[config.mk]
export PLATFORM = sky130hd
export DESIGN_NAME = axis_rr_arbiter_flat
export DESIGN_NICKNAME = d
export VERILOG_FILES = /design/src/rtl/axis_rr_arbiter_if.sv /design/src/rtl/axis_rr_arbiter.sv /design/src/flat_wrapper.sv
export SDC_FILE = /design/constraint.sdc
export NUM_CORES = 1
export LEC_CHECK = 0
export CORE_MARGIN = 5
export CORE_UTILIZATION = 41
export DETAILED_ROUTE_END_ITERATION = 8
export PLACE_DENSITY = 0.88
export SLEW_MARGIN = 20
export SYNTH_ARGS = -nofsm -noshare
export SYNTH_HDL_FRONTEND = slang
export SYNTH_SLANG_ARGS = --single-unit
[constraint.sdc]
create_clock -name clk -period 4.6 [get_ports clk]
set_input_delay 0.69 -clock clk [delete_from_list [all_inputs] [get_ports clk]]
set_output_delay 0.69 -clock clk [all_outputs]
set_load 0.01 [all_outputs]
[src/rtl/axis_rr_arbiter_if.sv]
// Bundled handshake/data signals between NUM_SRC stream sources, the arbiter and one sink.
// The slave modport is the arbiter's view; master is the surrounding environment's view.
interface axis_rr_arbiter_if #(
  parameter int unsigned NUM_SRC    = 4,
  parameter int unsigned AXIS_WIDTH = 32,
  parameter int unsigned ID_W       = $clog2(NUM_SRC)
) ();

  logic [NUM_SRC-1:0]            s_axis_tvalid;
  logic [NUM_SRC*AXIS_WIDTH-1:0] s_axis_tdata;
  logic [NUM_SRC-1:0]            s_axis_tready;
  logic                          m_axis_tvalid;
  logic [AXIS_WIDTH-1:0]         m_axis_tdata;
  logic [ID_W-1:0]               m_axis_tid;
  logic                          m_axis_tready;

  modport slave (
    input  s_axis_tvalid, s_axis_tdata, m_axis_tready,
    output s_axis_tready, m_axis_tvalid, m_axis_tdata, m_axis_tid
  );

  modport master (
    output s_axis_tvalid, s_axis_tdata, m_axis_tready,
    input  s_axis_tready, m_axis_tvalid, m_axis_tdata, m_axis_tid
  );

endinterface

[src/rtl/axis_rr_arbiter.sv]
// Round-robin arbiter sharing one AXI-Stream sink among NUM_SRC sources, with bursts of up
// to MAX_BURST beats per grant and a fully registered output tagged with the source index.
module axis_rr_arbiter #(
  parameter int unsigned NUM_SRC    = 4,
  parameter int unsigned AXIS_WIDTH = 32,
  parameter int unsigned MAX_BURST  = 4,
  parameter int unsigned ID_W       = $clog2(NUM_SRC)
) (
  input  logic                clk,
  input  logic                reset,
  axis_rr_arbiter_if.slave    bus,
  output logic                busy
);

  localparam int unsigned CNT_W = 8;

  typedef enum logic {IDLE, GRANT} state_t;

  state_t                state;
  logic [ID_W-1:0]       gnt;
  logic [ID_W-1:0]       ptr;
  logic [CNT_W-1:0]      cnt;

  logic [ID_W-1:0]       pick_c;
  logic [ID_W-1:0]       gnt_next_c;
  logic [AXIS_WIDTH-1:0] src_data_c [NUM_SRC];
  logic                  out_free_c;
  logic                  accept_c;
  logic                  last_beat_c;
  logic                  release_c;

  // Modulo-NUM_SRC increment; NUM_SRC need not be a power of two.
  function automatic logic [ID_W-1:0] wrap_add(input logic [ID_W-1:0] base,
                                                input int unsigned off);
    int unsigned s;
    s = 32'(base) + off;
    if (s >= NUM_SRC) s = s - NUM_SRC;
    return ID_W'(s);
  endfunction

  always_comb begin
    for (int i = 0; i < int'(NUM_SRC); i++) begin
      src_data_c[i] = bus.s_axis_tdata[i*AXIS_WIDTH +: AXIS_WIDTH];
    end
  end

  // Scan from the far end so the requester closest to ptr is the last (winning) write.
  always_comb begin
    pick_c = ptr;
    for (int k = int'(NUM_SRC) - 1; k >= 0; k--) begin
      if (bus.s_axis_tvalid[wrap_add(ptr, unsigned'(k))]) pick_c = wrap_add(ptr, unsigned'(k));
    end
  end

  assign out_free_c  = !bus.m_axis_tvalid || bus.m_axis_tready;
  assign accept_c    = (state == GRANT) && out_free_c && bus.s_axis_tvalid[gnt];
  assign last_beat_c = (cnt + CNT_W'(1)) == CNT_W'(MAX_BURST);
  assign release_c   = (state == GRANT) &&
                       ((accept_c && last_beat_c) || !bus.s_axis_tvalid[gnt]);
  assign gnt_next_c  = wrap_add(gnt, 32'd1);

  assign bus.s_axis_tready = ((state == GRANT) && out_free_c) ? (NUM_SRC'(1) << gnt)
                                                               : '0;
  assign busy = (state == GRANT);

  always_ff @(posedge clk) begin
    if (reset) begin
      state             <= IDLE;
      gnt               <= '0;
      ptr               <= '0;
      cnt               <= '0;
      bus.m_axis_tvalid <= 1'b0;
      bus.m_axis_tdata  <= '0;
      bus.m_axis_tid    <= '0;
    end else begin
      case (state)
        IDLE: begin
          if (|bus.s_axis_tvalid) begin
            gnt   <= pick_c;
            cnt   <= '0;
            state <= GRANT;
          end
        end
        GRANT: begin
          if (accept_c) cnt <= cnt + CNT_W'(1);
          if (release_c) begin
            ptr   <= gnt_next_c;
            state <= IDLE;
          end
        end
        default: state <= IDLE;
      endcase

      // Output register: a load wins over a simultaneous drain.
      if (accept_c) begin
        bus.m_axis_tvalid <= 1'b1;
        bus.m_axis_tdata  <= src_data_c[gnt];
        bus.m_axis_tid    <= gnt;
      end else if (bus.m_axis_tvalid && bus.m_axis_tready) begin
        bus.m_axis_tvalid <= 1'b0;
      end
    end
  end

endmodule

[src/flat_wrapper.sv]
// flat-port wrapper written by rule: the top's interface ports become plain ports
module axis_rr_arbiter_flat 
#(
  parameter int unsigned NUM_SRC    = 4,
  parameter int unsigned AXIS_WIDTH = 32,
  parameter int unsigned MAX_BURST  = 4,
  parameter int unsigned ID_W       = $clog2(NUM_SRC)
)
  (clk, reset, busy, bus_s_axis_tvalid, bus_s_axis_tdata, bus_m_axis_tready, bus_s_axis_tready, bus_m_axis_tvalid, bus_m_axis_tdata, bus_m_axis_tid);
  axis_rr_arbiter_if #(.NUM_SRC(NUM_SRC), .AXIS_WIDTH(AXIS_WIDTH), .ID_W(ID_W)) bus_i ();
  input  logic clk;
  input  logic reset;
  output logic busy;
  input wire logic [$bits(bus_i.s_axis_tvalid)-1:0] bus_s_axis_tvalid;
  input wire logic [$bits(bus_i.s_axis_tdata)-1:0] bus_s_axis_tdata;
  input wire logic [$bits(bus_i.m_axis_tready)-1:0] bus_m_axis_tready;
  output wire logic [$bits(bus_i.s_axis_tready)-1:0] bus_s_axis_tready;
  output wire logic [$bits(bus_i.m_axis_tvalid)-1:0] bus_m_axis_tvalid;
  output wire logic [$bits(bus_i.m_axis_tdata)-1:0] bus_m_axis_tdata;
  output wire logic [$bits(bus_i.m_axis_tid)-1:0] bus_m_axis_tid;
  assign bus_i.s_axis_tvalid = bus_s_axis_tvalid;
  assign bus_i.s_axis_tdata = bus_s_axis_tdata;
  assign bus_i.m_axis_tready = bus_m_axis_tready;
  assign bus_s_axis_tready = bus_i.s_axis_tready;
  assign bus_m_axis_tvalid = bus_i.m_axis_tvalid;
  assign bus_m_axis_tdata = bus_i.m_axis_tdata;
  assign bus_m_axis_tid = bus_i.m_axis_tid;
  axis_rr_arbiter #(.NUM_SRC(NUM_SRC), .AXIS_WIDTH(AXIS_WIDTH), .MAX_BURST(MAX_BURST), .ID_W(ID_W)) u_core (.clk(clk), .reset(reset), .bus(bus_i), .busy(busy));
endmodule
* Word level (Yosys, flattened, before mapping)
Index checks and enable logic that the tools add are counted.
Word-level totals: input bits 135, word-level logic and storage cells 79, flip-flop bits (word level) 48
Cells by class: shift-type cells 1, mux-type cells 31, magnitude comparators 11, $add $sub $neg 10, equality and inequality tests 3, bitwise logic cells 2, reductions and logical operators 14
Operators with widths (count):
- 32-bit binary-select mux with 2-bit select | 1
- 32-bit two-way mux | 2
- 2-bit two-way mux | 9
- 8-bit two-way mux | 2
- 8-bit one-hot mux with 2 select lines | 1
- 3-bit >= comparator, second input constant | 5
- 2-bit by 3-bit less-than comparator with 1-bit output, second input constant | 5
- 1-bit binary-select mux with 2-bit select | 5
- 2-bit by 1-bit subtractor with 2-bit output, second input constant | 5
- 1-bit two-way mux | 9
- 8-bit by 1-bit adder with 8-bit output, second input constant | 1
- 8-bit by 3-bit == test with 1-bit output, second input constant | 1
- 2-bit by 1-bit adder with 3-bit output, second input constant | 2
- 2-bit by 2-bit adder with 3-bit output, second input constant | 2
- 2-bit AND reduction | 3
- 1-bit logical AND | 5
- 4-bit two-way mux | 1
- 4-bit OR reduction | 1
- 1-bit by 2-bit << shifter with 4-bit output, first input constant | 1
- 2-bit by 3-bit >= comparator with 1-bit output, second input constant | 1
- 2-bit NOT with 3-bit output | 1
- 1-bit logical NOT | 2
- 1-bit logical OR | 2
- 2-bit by 1-bit inequality test with 1-bit output, second input constant | 1
- 4 further kinds | 4

* Depth between registers and ports, before layout
depth in word-level cells 9, mapped depth 8

* Worst setup path before layout
Ideal clock, no wire load.
path kind reg2out, start point register u_core.gnt[0], end point output port bus_s_axis_tready[0], slack 2596 ps, data arrival time 1314 ps, buffers on the path 2, stages on the path, launching flop included 6, required time 3910 ps, path through dfxtp_1 > buf_2 > buf_2 > inv_1 > ha_1 > and3_1
On the way: word-level cells in the longest chain between the ends 2
RTL lines:
- start: declaration | RTL line axis_rr_arbiter.sv:20 | logic [ID_W-1:0] gnt;
- start signal: assignment | RTL line axis_rr_arbiter.sv:79 | gnt <= pick_c;
- 1-bit by 2-bit << shifter with 4-bit output | RTL line axis_rr_arbiter.sv:62 | assign bus.s_axis_tready = ((state == GRANT) && out_free_c) ? (NUM_SRC'(1) << gnt)
- 4-bit two-way mux | RTL line axis_rr_arbiter.sv:62
- end: declaration | RTL line flat_wrapper.sv:17 | output wire logic [$bits(bus_i.s_axis_tready)-1:0] bus_s_axis_tready;
Every way passes these cells.

* Worst setup path after layout
start point register u_core.gnt[1], end point register u_core.cnt[5]
On the way: word-level cells in the longest chain between the ends 5
RTL lines:
- 1-bit binary-select mux with 2-bit select | RTL line axis_rr_arbiter.sv:56 | assign accept_c = (state == GRANT) && out_free_c && bus.s_axis_tvalid[gnt];
- 1-bit two-way mux (not written as such) | RTL line axis_rr_arbiter.sv:56
- 1-bit logical AND | RTL line axis_rr_arbiter.sv:56
- 2-bit inequality test (no line)
- 2-bit AND reduction (no line)
- end signal: assignment | RTL line axis_rr_arbiter.sv:85 | if (accept_c) cnt <= cnt + CNT_W'(1);
- end: declaration | RTL line axis_rr_arbiter.sv:22 | logic [CNT_W-1:0] cnt;
Every way passes these cells. The select of a mux whose other input is x is not followed. A chain may end at the register's enable or synchronous reset.

==> metrics.yaml <==
syn-num-nets: 446
power_density_nw_per_um2: 235.0
async_flop_share_pct: 0
root_buffer: "clkbuf_8"
grt_max_degree: 53
grt_pass1_vias: 3065
holdPathStages: 2
post-route-util_pct: 69.37
routed_wl_um: 9106
endpoint_kind: "flip-flop"
synth_xor_area_share_pct: 0.9186
arrival_ns: 3.15
final_area_um2: 4713
synth_top_family_by_area: "multiplexers"
finalMaxSlewViolations: 0
worst_clock_skew_ns: 0.009158
hold_class: "reg2reg"
grt_setup_unrepaired: "no"
ys_seq_area_share_pct: 33.60
worstMarginPinSlew_ns: 1.040
synth_edf_count: 0
drive_above_1_share_pct: 11.18
setup_viol: 0
initial_core_util_pct: 42.10
syn2layout_area_growth_pct: 64.79
htreeDepth: 2
vdd_drop_max_mv: 0.1415
hold_viol_final: 0
cts_hold_buf: 0
hpwl_um: 7077
fin_tns_setup_ns: 0
synthAdderAreaFrac_pct: 2.187
ys_ff_latch: 48
power.leakage_nw: 1.626
dieWidth_um: 93.53
synth_compound_area_share_pct: 11.72
outcome: "finished, final reports clean"
critical_path.max_fanout: 38
relSlewSlack_pct: 30.67
synthFlopType: "dfxtp_1"
yosys.area_share.simple_pct: 19.29
core_um2: 6794
grt_pass1_wl_um: 13950
cts_sinks: 48
drt_first_pass_iters: 4
drcViolationCount: 0
critical_path_class: "reg2reg"
die_h_um: 93.53
io_pins: 175
post_cts_buffers: 0
cts_tree: "done"
fmax_mhz: 341.0
routedWlPerCell_um: 16.23
max-clock-path-buffers: 2
syn_area_per_cell_um2: 9.347
reg2regPathDepth: 5
cts_made_buffers: 5
yosys.area.top_type: "dfxtp_1"
final_common_cell: "clkdlybuf4s50_1"
fin_crit_sh_pct: 63.75
synth_cell_types: 37
min_period_ns: 2.933
yosys_warnings: 0
ant_nets: 0
postSynthCellCount: 306
rows: 30
synth.area.mux_share_pct: 26.68
gp_congestion: 0.7857
n_antenna_cell: 0
yosysTopAreaCellShare_pct: 33.60
syn_area_um2: 2860
grt_use_total_pct: 20.15
placed_cell_area_um2: 4606
insertion_delay_ns: 0.29
antenna_found_initial: 0
overflow: 0
synth.area.top_cells: "dfxtp_1 34%, mux4_2 26%, nand2_1 10%, a21oi_1 8.2%, ha_1 2.2%"
drv_cap: 0
io_buffers: 174
vias: 2935
detail_route.vias_per_cell: 5.232
critPathRequiredTime_ns: 4.82
startpoint_type: "flip-flop"
mostFrequentLayoutCells: "173 x clkdlybuf4s50_1, 76 x nand2_1, 47 x a21oi_1"
fin_nets: 604
fillCellCount: 527
die-area_um2: 8747
drt-initial-drc-count: 150
post_cts_resized: 0
clk_transition_reported_paths_ns: 0.09
-- cell type report --
class	instances	area [µm²]	area share, %
clock buffer	6	72.57	1.540
timing repair buffer	176	1752	37.16
inverter	7	26.28	0.5575
clock inverter	2	35.03	0.7433
sequential	48	963.4	20.44
multi-input combinational	226	1744	37.01
tap	96	120.1	2.548
-- critical path, cell delays in order, from the launching register on --
cell and delay, ns:
dfxtp_2 0.94, mux4_2 0.41, and3_1 0.86, buf_4 0.36
a21oi_2 0.08, a211oi_2 0.20
-- kinds of logic (layout without fill, tap and decap cells) --
kind of cell	Yosys count	after routing
and+or+nand+nor	123	123
buffers and inverters	32	191
AOI/OAI and AO/OA	60	60
muxes	35	35
DFF	48	48
adders and majority gates	5	5
xor gates and xnor gates	3	3
-- sequential cells by signal (all words and copies together) (netlist names) --
register / cells
u_core.bus.m_axis_tdata: 32
u_core.bus.m_axis_tid: 2
u_core.bus.m_axis_tvalid: 1
u_core.busy: 1
u_core.cnt: 8
u_core.gnt: 2
u_core.ptr: 2
-- Yosys cell counts (all sizes together) (2+ instances only) --
master,n
a21oi,48
nand4,3
dfxtp,48
clkbuf,13
ha,5
o21ai,2
nor4,2
nand2,76
buf,12
and3,7
or2,2
nor3,4
mux4,33
mux2i,2
nand3,7
inv,7
nand2b,3
o22ai,3
xnor2,2
nor2,14
-- through the flow --
| stage | worst slack, ns | instances | power [mW] | hold WS, ns |
|---|---|---|---|---|
| after floorplan | 2.596 | 306 | 0.6353 | 0.4620 |
| after global placement | 1.512 | 553 | 0.8121 | 0.4411 |
| after detailed placement | 1.405 | 553 | 0.8233 | 0.4478 |
| after CTS | 1.593 | 561 | 1.120 | 0.4601 |
| after global routing | 1.393 | 561 | 1.161 | 0.4790 |
| final | 1.667 | 561 | 1.108 | 0.4557 |
-- final timing paths --
check	startpoint	endpoint	slack [ns]
setup / recovery	u_core.gnt[1]	u_core.cnt[5]	1.67
hold / removal	u_core.bus.m_axis_tdata[24]	u_core.bus.m_axis_tdata[24]	0.46
setup reg to reg	u_core.gnt[1]	u_core.cnt[5]	1.67
hold reg to reg	u_core.bus.m_axis_tdata[24]	u_core.bus.m_axis_tdata[24]	0.46
-- power by group --
group | internal [mW] | switching [mW]
Combinational | 0.219 | 0.122
Clock | 0.161 | 0.136
Sequential | 0.441 | 0.0286
Total | 0.821 | 0.286
-- routing by layer --
| layer | GRT usage, % | vias to the layer above | wire length, µm | share of wire [%] |
|---|---|---|---|---|
| li1 | - | 1420 | - | - |
| met1 | 20.67 | 1335 | 3199 | 35 |
| met2 | 37.16 | 162 | 4577 | 50 |
| met3 | 7.160 | 18 | 1065 | 12 |
| met4 | 7.570 | 0 | 263 | 2.9 |
| met5 | 0 | - | 0 | 0 |
Note: power is estimated with default switching activity, not from simulation.
